**config.mk**
```make
export PLATFORM = sky130hd
export DESIGN_NAME = ex_muldiv_unit
export DESIGN_NICKNAME = d
export VERILOG_FILES = /design/src/rtl/sparc_pkg.sv /design/src/rtl/ex_muldiv_unit.sv
export SDC_FILE = /design/constraint.sdc
export NUM_CORES = 1
export LEC_CHECK = 0
export ABC_AREA = 0
export BUFFER_PORTS_ARGS = -buffer_cell sky130_fd_sc_hd__buf_2
export CAP_MARGIN = 0
export CELL_PAD_IN_SITES_DETAIL_PLACEMENT = 0
export CELL_PAD_IN_SITES_GLOBAL_PLACEMENT = 1
export CORE_ASPECT_RATIO = 0.8
export CORE_UTILIZATION = 40
export DETAILED_ROUTE_END_ITERATION = 12
export PLACE_DENSITY = 0.8
export SYNTH_ARGS = -nofsm -noshare
export SYNTH_HDL_FRONTEND = slang
export SYNTH_SLANG_ARGS = --single-unit
```
**constraint.sdc**
```tcl
create_clock -name clk -period 13.6 [get_ports clk]
set_clock_uncertainty 0.2 [all_clocks]
set_input_delay 2.04 -clock clk [delete_from_list [all_inputs] [get_ports clk]]
set_output_delay 2.04 -clock clk [all_outputs]
set_load 0.02 [all_outputs]
```
**src/rtl/sparc_pkg.sv**
```systemverilog
// Shared SPARC EX-stage definitions: mul/div op3 codes, multiply/divide FSM states,
// and the simm13 sign-extension helper.
package sparc_pkg;

  localparam logic [5:0] OP3_UMUL = 6'h0A;
  localparam logic [5:0] OP3_SMUL = 6'h0B;
  localparam logic [5:0] OP3_UDIV = 6'h0E;
  localparam logic [5:0] OP3_SDIV = 6'h0F;

  typedef enum logic [1:0] {
    IDLE = 2'd0,
    CALC = 2'd1,
    FIX  = 2'd2,
    DONE = 2'd3
  } muldiv_state_t;

  function automatic logic [31:0] sext13(input logic [12:0] v);
    return {{19{v[12]}}, v};
  endfunction

endpackage

```
**src/rtl/ex_muldiv_unit.sv**
```systemverilog
// Iterative 32-bit UMUL/SMUL/UDIV/SDIV unit for the EX stage. It takes one step per cycle
// over 32 cycles, then a sign/saturation fix-up cycle, then a one-cycle done pulse.
module ex_muldiv_unit
  import sparc_pkg::*;
#(
  parameter int DATA_WIDTH = 32
) (
  input  logic                  clk,
  input  logic                  reset,
  input  logic                  start,
  input  logic                  flush,
  input  logic [5:0]            op3,
  input  logic                  i,
  input  logic [DATA_WIDTH-1:0] valA,
  input  logic [DATA_WIDTH-1:0] valB,
  input  logic [12:0]           imm13,
  input  logic [DATA_WIDTH-1:0] y_in,
  input  logic [4:0]            rd_in,
  output logic                  busy,
  output logic                  done,
  output logic [DATA_WIDTH-1:0] result,
  output logic [4:0]            rd_out,
  output logic [DATA_WIDTH-1:0] y_out,
  output logic                  y_we,
  output logic                  div_zero
);

  localparam int W  = DATA_WIDTH;
  localparam int W2 = 2 * DATA_WIDTH;
  localparam logic [W-1:0] SMAX = {1'b0, {(W-1){1'b1}}};
  localparam logic [W-1:0] SMIN = {1'b1, {(W-1){1'b0}}};

  function automatic logic [W-1:0] sat_udiv(input logic [W-1:0] q, input logic ovf);
    return ovf ? {W{1'b1}} : q;
  endfunction

  // q is the unsigned quotient magnitude; ovf means the magnitude did not fit in W bits.
  function automatic logic [W-1:0] sat_sdiv(input logic [W-1:0] q, input logic neg,
                                            input logic ovf);
    if (ovf)  return neg ? SMIN : SMAX;
    if (!neg) return q[W-1] ? SMAX : q;
    return (q > SMIN) ? SMIN : (-q);
  endfunction

  muldiv_state_t state_q, state_d;
  logic [4:0]    cnt_q, cnt_d;
  logic [W2-1:0] acc_q, acc_d;
  logic [W-1:0]  opb_q, opb_d;
  logic          is_div_q, is_div_d, is_sgn_q, is_sgn_d;
  logic          neg_q, neg_d, ovf_q, ovf_d, dz_q, dz_d;
  logic [4:0]    rd_q, rd_d;
  logic [W-1:0]  result_q, result_d, y_out_q, y_out_d;
  logic [4:0]    rd_out_q, rd_out_d;
  logic          y_we_q, y_we_d, div_zero_q, div_zero_d, done_q, done_d;

  logic [W-1:0]  op2, a_mag, b_mag, div_diff;
  logic [W2-1:0] dividend, dd_mag, prod;
  logic [W:0]    mul_sum, div_trial;
  logic          legal, in_div, in_sgn, a_neg, b_neg, dd_neg, div_ge;

  always_comb begin
    op2       = i ? sext13(imm13) : valB;
    legal     = op3 inside {OP3_UMUL, OP3_SMUL, OP3_UDIV, OP3_SDIV};
    in_div    = op3[2];
    in_sgn    = op3[0];
    a_neg     = in_sgn & valA[W-1];
    b_neg     = in_sgn & op2[W-1];
    dd_neg    = in_sgn & y_in[W-1];
    dividend  = {y_in, valA};
    a_mag     = a_neg ? -valA : valA;
    b_mag     = b_neg ? -op2 : op2;
    dd_mag    = dd_neg ? -dividend : dividend;
    mul_sum   = {1'b0, acc_q[W2-1:W]} + (acc_q[0] ? {1'b0, opb_q} : {(W+1){1'b0}});
    // Remainder stays below the divisor, so the W-bit difference is exact when taken.
    div_trial = {acc_q[W2-1:W], acc_q[W-1]};
    div_ge    = div_trial >= {1'b0, opb_q};
    div_diff  = div_trial[W-1:0] - opb_q;
    prod      = neg_q ? -acc_q : acc_q;
  end

  always_comb begin
    state_d    = state_q;
    cnt_d      = cnt_q;
    acc_d      = acc_q;
    opb_d      = opb_q;
    is_div_d   = is_div_q;
    is_sgn_d   = is_sgn_q;
    neg_d      = neg_q;
    ovf_d      = ovf_q;
    dz_d       = dz_q;
    rd_d       = rd_q;
    result_d   = result_q;
    y_out_d    = y_out_q;
    rd_out_d   = rd_out_q;
    y_we_d     = y_we_q;
    div_zero_d = div_zero_q;
    done_d     = 1'b0;
    if (flush) begin
      state_d = IDLE;
    end else begin
      case (state_q)
        IDLE: begin
          if (start && legal) begin
            state_d  = CALC;
            cnt_d    = 5'd31;
            acc_d    = in_div ? dd_mag : {{W{1'b0}}, a_mag};
            opb_d    = b_mag;
            is_div_d = in_div;
            is_sgn_d = in_sgn;
            neg_d    = in_div ? (dd_neg ^ b_neg) : (a_neg ^ b_neg);
            dz_d     = in_div && (op2 == '0);
            ovf_d    = in_div && (dd_mag[W2-1:W] >= b_mag);
            rd_d     = rd_in;
          end
        end
        CALC: begin
          acc_d = is_div_q ? {(div_ge ? div_diff : div_trial[W-1:0]), acc_q[W-2:0], div_ge}
                           : {mul_sum, acc_q[W-1:1]};
          cnt_d = cnt_q - 5'd1;
          if (cnt_q == 5'd0) state_d = FIX;
        end
        FIX: begin
          state_d  = DONE;
          done_d   = 1'b1;
          rd_out_d = rd_q;
          if (is_div_q) begin
            y_we_d     = 1'b0;
            div_zero_d = dz_q;
            if (dz_q)          result_d = '0;
            else if (is_sgn_q) result_d = sat_sdiv(acc_q[W-1:0], neg_q, ovf_q);
            else               result_d = sat_udiv(acc_q[W-1:0], ovf_q);
          end else begin
            result_d   = prod[W-1:0];
            y_out_d    = prod[W2-1:W];
            y_we_d     = 1'b1;
            div_zero_d = 1'b0;
          end
        end
        DONE:    state_d = IDLE;
        default: state_d = IDLE;
      endcase
    end
  end

  always_ff @(posedge clk or posedge reset) begin
    if (reset) begin
      state_q    <= IDLE;
      cnt_q      <= '0;
      result_q   <= '0;
      y_out_q    <= '0;
      rd_out_q   <= '0;
      y_we_q     <= 1'b0;
      div_zero_q <= 1'b0;
      done_q     <= 1'b0;
    end else begin
      state_q    <= state_d;
      cnt_q      <= cnt_d;
      result_q   <= result_d;
      y_out_q    <= y_out_d;
      rd_out_q   <= rd_out_d;
      y_we_q     <= y_we_d;
      div_zero_q <= div_zero_d;
      done_q     <= done_d;
    end
  end

  // Datapath state is always reloaded on start, so it carries no reset.
  always_ff @(posedge clk) begin
    acc_q    <= acc_d;
    opb_q    <= opb_d;
    is_div_q <= is_div_d;
    is_sgn_q <= is_sgn_d;
    neg_q    <= neg_d;
    ovf_q    <= ovf_d;
    dz_q     <= dz_d;
    rd_q     <= rd_d;
  end

  assign busy     = (state_q == CALC) || (state_q == FIX);
  assign done     = done_q;
  assign result   = result_q;
  assign y_out    = y_out_q;
  assign rd_out   = rd_out_q;
  assign y_we     = y_we_q;
  assign div_zero = div_zero_q;

endmodule

```
==> metrics.md, run 1 <==
| Metric | Value |
|---|---|
| Outcome | finished clean |
| Synthesized flop and latch total | 185 |
| Hold Path Class | flip-flop to flip-flop |
| Global-route usage over all layers | 25.9% |
| Cell Area, Synth | 17300 um^2 |
| Crit-path max cell delay | 480 ps |
| Most common library cell in the layout ignoring fill and taps | nand2_1 |
| Core area | 42300 um^2 |
| R2R Setup Slk | 9060 ps |
| Die area | 44100 um^2 |
| First-pass detailed-route iteration total | 6 |
| Finish-stage setup viols | 0 |
| Most frequent cells in the layout | nand2_1, buf_2, nor2_1 |
| Worst setup EP type | flip-flop |
| Most used cell along the critical path | a21o_1 |
| Reg2Reg Depth | 11 |
| Drt first-iter violations | 1848 |
| Reg2reg start | acc_q[37]$_DFFE_PP_ |
| PD cells | 111 nW/um^2 |
| First-pass GRT wire length | 89200 um |
| Vias in the first global route | 15300 |
| Sum of negative setup slack | 0 ps |
| Seq/Total Area, Yosys | 29.8% |
| Clock buffer count from CTS | 17 |
| Worst setup SP type | input port |
| Clock Root Buffer | clkbuf_16 |
| Wire length on met3 | 6420 um |
| Critical Path Slowest Stage Cell | buf_4 |
| CTS clock-pin slew for the worst setup and hold paths | 70 ps |
| Initial antenna violation count | 1 |
| Max VDD drop | 0.0803 mV |
| Post-CTS Hold Buffers | 0 |
| CP cell instances | buf_2 > buf_4 > mux2i_1 > o21ai_0 > or3_1 > nor3_1 > and2_1 > nand2_1 > or4_1 > a21oi_1 > a41oi_1 > ha_1 > a21o_1 > a21o_1 > a21o_1 > a21o_1 > a21o_1 > a21oi_1 > nor2b_1 > a2111oi_0 > o21ai_0 |
| Met1 wire length | 28800 um |
| Final-report hold violation count | 0 |
| Worst-Skew Late Latency | 470 ps |
| Final GP Congestion | 0.953 |
| WS Path Type | input port to flip-flop |
| Min Tclk post-route | 6870 ps |
| Die Y | 188 um |
| Row cnt | 67 |
| CTS max path bufs | 2 |
| Vias | 16700 |
| Io pins | 198 |
| Cell count after placement | 2773 |
| Final WL | 58200 um |
| DR WL met2 | 22100 um |
| YS warnings | 0 |
| Hold WS | 243 ps |
| Post-synth ARST share | 42.7% |
| FF-to-FF End | acc_q[56]$_DFFE_PP_ |
| Syn Area/Cell | 8.15 um^2 |
| CTS tree | yes |
| Postcts setup bufs | 0 |
| Pleak | 8.36 nW |
| WL per Instance | 20.7 um |
| Fillers | 4186 |
| Initial Util | 41.0% |
| Max transition margin | 15.1% |
| RSZ-0062 raised after global routing | no |
| Place WS | 6290 ps |
| Number of max-cap violations | 0 |
| Cell variety after synth | 90 |
| Critical Path Source | i |
| Post-synth EDFFs | 106 |
| Area delta synth->final | 11.5% |
| Maximum clock frequency | 146 MHz |
| Post-CTS sizing | 0 |
| Crit Path Max Fanout | 58 |
| Die Span X | 235 um |
| Multi-input combinational cell area | 11300 um^2 |
| Layout cells sized above 1 | 12.7% |
| HPWL Detailed | 45400 um |
| Worst EP arrival | 6860 ps |
| Top FF cell, synth | edfxtp_1 |
| Via/cell ratio | 5.97 |
| Detail Route Antenna Nets | 0 |
| Worst-Margin Slew | 1270 ps |
| Final count of pins violating max slew | 0 |
| Total congestion overflow | 0 |
| PnR worst setup slack | 6730 ps |
| Crit path capture | ovf_q$_DFFE_PP_ |
| Reg area | 5160 um^2 |
| Largest net degree at the start of global routing | 83 |
| WP data required | 13600 ps |
| Non-filler cells in the finished layout | 2806 |
| Synthesized Nets | 2357 |
| Period utilization | 50.5% |
| Gate Count Post-Synth | 2125 |
| Clk sinks | 185 |
| # DRC | 0 |
| Uppermost layer routed | met4 |
| # port buffers | 197 |
| H-tree depth | 4 |
| Nets | 2472 |
[per-stage QoR]
stage | total power (W) | area [um^2] | utilization [%]
2_1_floorplan | 0.00131 | 17300 | -
5_1_grt | 0.00226 | 19300 | 45.7
3_3_place_gp | 0.00156 | 18600 | 44.1
6_report | 0.00214 | 19300 | 45.7
4_1_cts | 0.00214 | 19300 | 45.7
3_5_place_dp | 0.00158 | 18600 | 44.1
[how the worst min path moves through the flow]
stage               depth (start not counted)         startpoint                    end  slack (ps)
floorplan                                   2  rd_q[0]$_DFFE_PP_  rd_out[0]$_DFFE_PP0P_         210
global placement                            2  rd_q[2]$_DFFE_PP_  rd_out[2]$_DFFE_PP0P_         220
detailed placement                          2  rd_q[3]$_DFFE_PP_  rd_out[3]$_DFFE_PP0P_         230
CTS                                         2  rd_q[3]$_DFFE_PP_  rd_out[3]$_DFFE_PP0P_         250
global route                                2  rd_q[0]$_DFFE_PP_  rd_out[0]$_DFFE_PP0P_         280
finish                                      2  rd_q[3]$_DFFE_PP_  rd_out[3]$_DFFE_PP0P_         240
[cell type report]
class                           count  share of cell area (%)
Clock buffer                       17                    2.20
Clock inverter                     15                    1.19
Multi-Input combinational cell   1714                    58.5
Inverter                          110                    2.15
Timing Repair Buffer              212                    5.69
Tap cell                          552                    3.58
Antenna cell                        1                  0.0130
Sequential cell                   185                    26.7
[Yosys cell counts, types with 29 or more instances]
library cell | number | area share [%]
a21o_1 | 40 | 1.7
a21oi_1 | 182 | 5.3
a22oi_1 | 30 | 1.3
a31oi_1 | 30 | 1.1
clkbuf_1 | 88 | 1.9
dfrtp_1 | 79 | 11
edfxtp_1 | 106 | 18
ha_1 | 105 | 7.6
inv_1 | 107 | 2.3
mux2i_1 | 67 | 3.9
nand2_1 | 201 | 4.4
nand2b_1 | 31 | 1.1
nor2_1 | 193 | 4.2
nor3_1 | 53 | 1.5
o21ai_0 | 182 | 5.3
o31ai_1 | 29 | 1.3
or3_1 | 35 | 1.3
xnor2_1 | 116 | 5.9
xor2_1 | 87 | 4.4
[power by group]
part           internal, W  total [W]  switching (W)
clock network     0.000317   0.000571       0.000254
logic             0.000276   0.000765       0.000489
registers         0.000724   0.000806      0.0000814
[cell families after synthesis]
logic type	synth area share (%)
AOI/OAI and AO/OA	24.3
and+or+nand+nor	18.8
buffers and inverters	5.13
xor gates and xnor gates	10.3
DFF	29.8
adders and majority gates	7.82
muxes	3.94
[worst max-delay path: cells and delay by family]
kind	cells	cell delay (ps)
AND/OR/NAND/NOR	6	1560
buffers and inverters	2	560
multiplexers	1	370
AO/OA/AOI/OAI	11	1970
adder cells (fa/ha/maj)	1	350
[registers in the layout (all words and copies together) (netlist names)]
register and cells:
acc_q 64, opb_q 32, result 32, y_out 32, cnt_q 5, rd_out 5, rd_q 5, state_q 2
div_zero 1, done 1, dz_q 1, is_div_q 1, is_sgn_q 1, neg_q 1, ovf_q 1, y_we 1
[per-layer routing]
layer / vias up / GRT usage (%)
met3: 40 / 6.54
li1: 7967 / -
met2: 839 / 34.1
met5: - / 0
met1: 7896 / 40.9
met4: 0 / 6.10
No activity file was read; power rests on OpenSTA's default activity.
==> run 2: changes to the inputs <==
--- a/config.mk
+++ b/config.mk
@@ -13,7 +13,7 @@
 export CORE_ASPECT_RATIO = 0.8
 export CORE_UTILIZATION = 40
 export DETAILED_ROUTE_END_ITERATION = 12
-export PLACE_DENSITY = 0.8
+export PLACE_DENSITY = 0.83
 export SYNTH_ARGS = -nofsm -noshare
 export SYNTH_HDL_FRONTEND = slang
 export SYNTH_SLANG_ARGS = --single-unit
==> constraint.sdc (replaced) <==
create_clock -name clk -period 5.6 [get_ports clk]
set_clock_uncertainty 0.2 [all_clocks]
set_input_delay 0.84 -clock clk [delete_from_list [all_inputs] [get_ports clk]]
set_output_delay 0.84 -clock clk [all_outputs]
set_load 0.02 [all_outputs]
==> metrics.md, run 2 (synthesis results as in run 1) <==
| Metric | Value |
|---|---|
| Io pins | 198 (unchanged) |
| # DRC | 0 (unchanged) |
| Worst EP arrival | 5070 ps (-1790 ps) |
| Final count of pins violating max slew | 0 (unchanged) |
| Nets | 2498 (+1.1%) |
| Ant diodes | 0 (-1) |
| Hold Path Class | flip-flop to flip-flop |
| Drt first-iter violations | 2270 (+23%) |
| Most frequent cells in the layout | nand2_1, buf_2, nor2_1 |
| PD cells | 261 nW/um^2 (+130%) |
| WP data required | 5600 ps (-8000 ps) |
| Core area | 42300 um^2 (unchanged) |
| Die Span X | 235 um (unchanged) |
| First-pass GRT wire length | 90600 um (+1.5%) |
| Crit Path Max Fanout | 8 (-86%) |
| Initial antenna violation count | 1 (unchanged) |
| Dpl cell area | 18800 um^2 (+1.0%) |
| Post-route cell area | 19400 um^2 (+0.56%) |
| Finish-stage setup viols | 0 (unchanged) |
| Detail Route Antenna Nets | 0 (unchanged) |
| Outcome | finished clean |
| Period utilization | 90.5% |
| Die Y | 188 um (unchanged) |
| First-pass detailed-route iteration total | 6 (unchanged) |
| HPWL Detailed | 46300 um (+2.0%) |
| CTS tree | yes |
| Most Used Layer, Global Route | met1 |
| Die area | 44100 um^2 (unchanged) |
| Layout cells sized above 1 | 13.6% (+0.91 points) |
| Min Tclk post-route | 5070 ps |
| CTS max path bufs | 2 (unchanged) |
| Routing usage on met2 | 36.7% (+2.5 points) |
| Worst setup EP type | flip-flop |
| Worst setup SP type | input port |
| Largest register FFs | 64 (unchanged) |
| Postcts setup bufs | 0 (unchanged) |
| Initial Util | 41.0% (unchanged) |
| Post-CTS Hold Buffers | 0 (unchanged) |
| Via/cell ratio | 5.93 (-0.55%) |
| RSZ-0062 raised after global routing | no |
| Global-route usage over all layers | 26.2% (+0.32 points) |
| Area delta synth->final | 12.1% |
| H-tree depth | 4 (unchanged) |
| Pleak | 8.44 nW (+0.92%) |
| Maximum clock frequency | 197 MHz |
| Row cnt | 67 (unchanged) |
| Vias | 16800 (+0.34%) |
| Vias in the first global route | 15400 (+0.62%) |
| CTS clock-pin slew for the worst setup and hold paths | 70 ps (about the same) |
| Met3 usage | 4.67% (-1.9 points) |
| # port buffers | 197 (unchanged) |
| Max transition margin | 9.01% (-6.1 points) |
| Clock buffer count from CTS | 17 (unchanged) |
| Most flop-heavy register | acc_q |
| Final GP Congestion | 0.928 (-2.7%) |
| Most common library cell in the layout ignoring fill and taps | nand2_1 |
| WL per Instance | 20.8 um (+0.20%) |
| Clock Root Buffer | clkbuf_16 |
| Max VDD drop | 0.221 mV (+170%) |
| Post-CTS sizing | 0 (unchanged) |
| Total congestion overflow | 0 (unchanged) |
| Sum of negative setup slack | 0 ps (unchanged) |
| Number of max-cap violations | 0 (unchanged) |
| Worst-Skew Late Latency | 460 ps (about the same) |
| Final-report hold violation count | 0 (unchanged) |
| Clk sinks | 185 (unchanged) |
| Largest net degree at the start of global routing | 76 (-8.4%) |
| GRT met1 Usage | 41.5% (+0.62 points) |
| Worst-Margin Slew | 1360 ps (+91.5 ps) |
| WS Path Type | input port to flip-flop |
| Final WL | 58800 um (+1.1%) |
[run 2: changes by cell type in the layout (fill, tap and decap cells not counted), moves of 2 or more]
| cell | change |
|---|---|
| buf_4 | +26 |
| clkinv_2 | +2 |
| clkinvlp_4 | +3 |
| clkbuf_1 | +2 |
| bufinv_16 | -3 |
| inv_6 | -2 |
[run 2: report_power, final]
part	internal, W	total (W)	switching, W
registers	0.00176	0.00196	0.000201
clock network	0.000627	0.00123	0.000604
logic	0.000678	0.00187	0.00119
[run 2: metrics by stage]
stage               std cells  hold WS [ps]  power [W]  util (%)  setup WS (ps)
finish                   2831           246    0.00506      46.0            533
global route             2831           295    0.00535      46.0            124
CTS                      2831           258    0.00507      46.0            609
detailed placement       2799           242    0.00385      44.6            141
global placement         2799           226    0.00381      44.6            204
floorplan                2125           215    0.00317         -           24.3
[run 2: path summary, 6_finish.rpt]
| path | from | to | slack [ps] | depth (start not counted) |
|---|---|---|---|---|
| worst max-delay path | i | ovf_q$_DFFE_PP_ | 530 | 20 |
| worst min-delay path | rd_q[3]$_DFFE_PP_ | rd_out[3]$_DFFE_PP0P_ | 250 | 2 |
| worst max register to register | acc_q[0]$_DFFE_PP_ | result[8]$_DFFE_PP0P_ | 1100 | 10 |
| worst min register to register | rd_q[3]$_DFFE_PP_ | rd_out[3]$_DFFE_PP0P_ | 250 | 2 |
| max in group asynchronous | reset | y_out[26]$_DFFE_PP0P_ | 3880 | 3 |
| min in group asynchronous | reset | result[29]$_DFFE_PP0P_ | 290 | 2 |
[run 2: layout make-up]
| class | instances | area, um^2 |
|---|---|---|
| Fill cell | 4232 | 22800 |
| Multi-Input combinational cell | 1714 | 11300 |
| Sequential cell | 185 | 5160 |
| Timing Repair Buffer | 238 | 1290 |
| Tap cell | 552 | 691 |
| Clock buffer | 19 | 433 |
| Inverter | 110 | 414 |
| Clock inverter | 13 | 139 |
[run 2: worst max-delay path, cell delays in order]
cell and delay (ps):
buf_2 160, mux2i_1 340, o21ai_0 190, or3_1 380, nor3_1 310, and2_1 220, nand2_1 90, or4_1 460
a21oi_1 220, a41oi_1 70, ha_1 340, a21o_1 180, a21o_1 180, a21o_1 170, a21o_1 170, a21o_1 170
a21oi_1 140, nor2b_1 60, a2111oi_0 250, o21ai_0 130
[run 2: layer usage]
| metal | vias up | share of wire (%) |
|---|---|---|
| li1 | 8010 | - |
| met3 | 50 | 9.1 |
| met1 | 7972 | 50 |
| met4 | 2 | 1.0 |
| met2 | 765 | 40 |
| met5 | - | 0.022 |
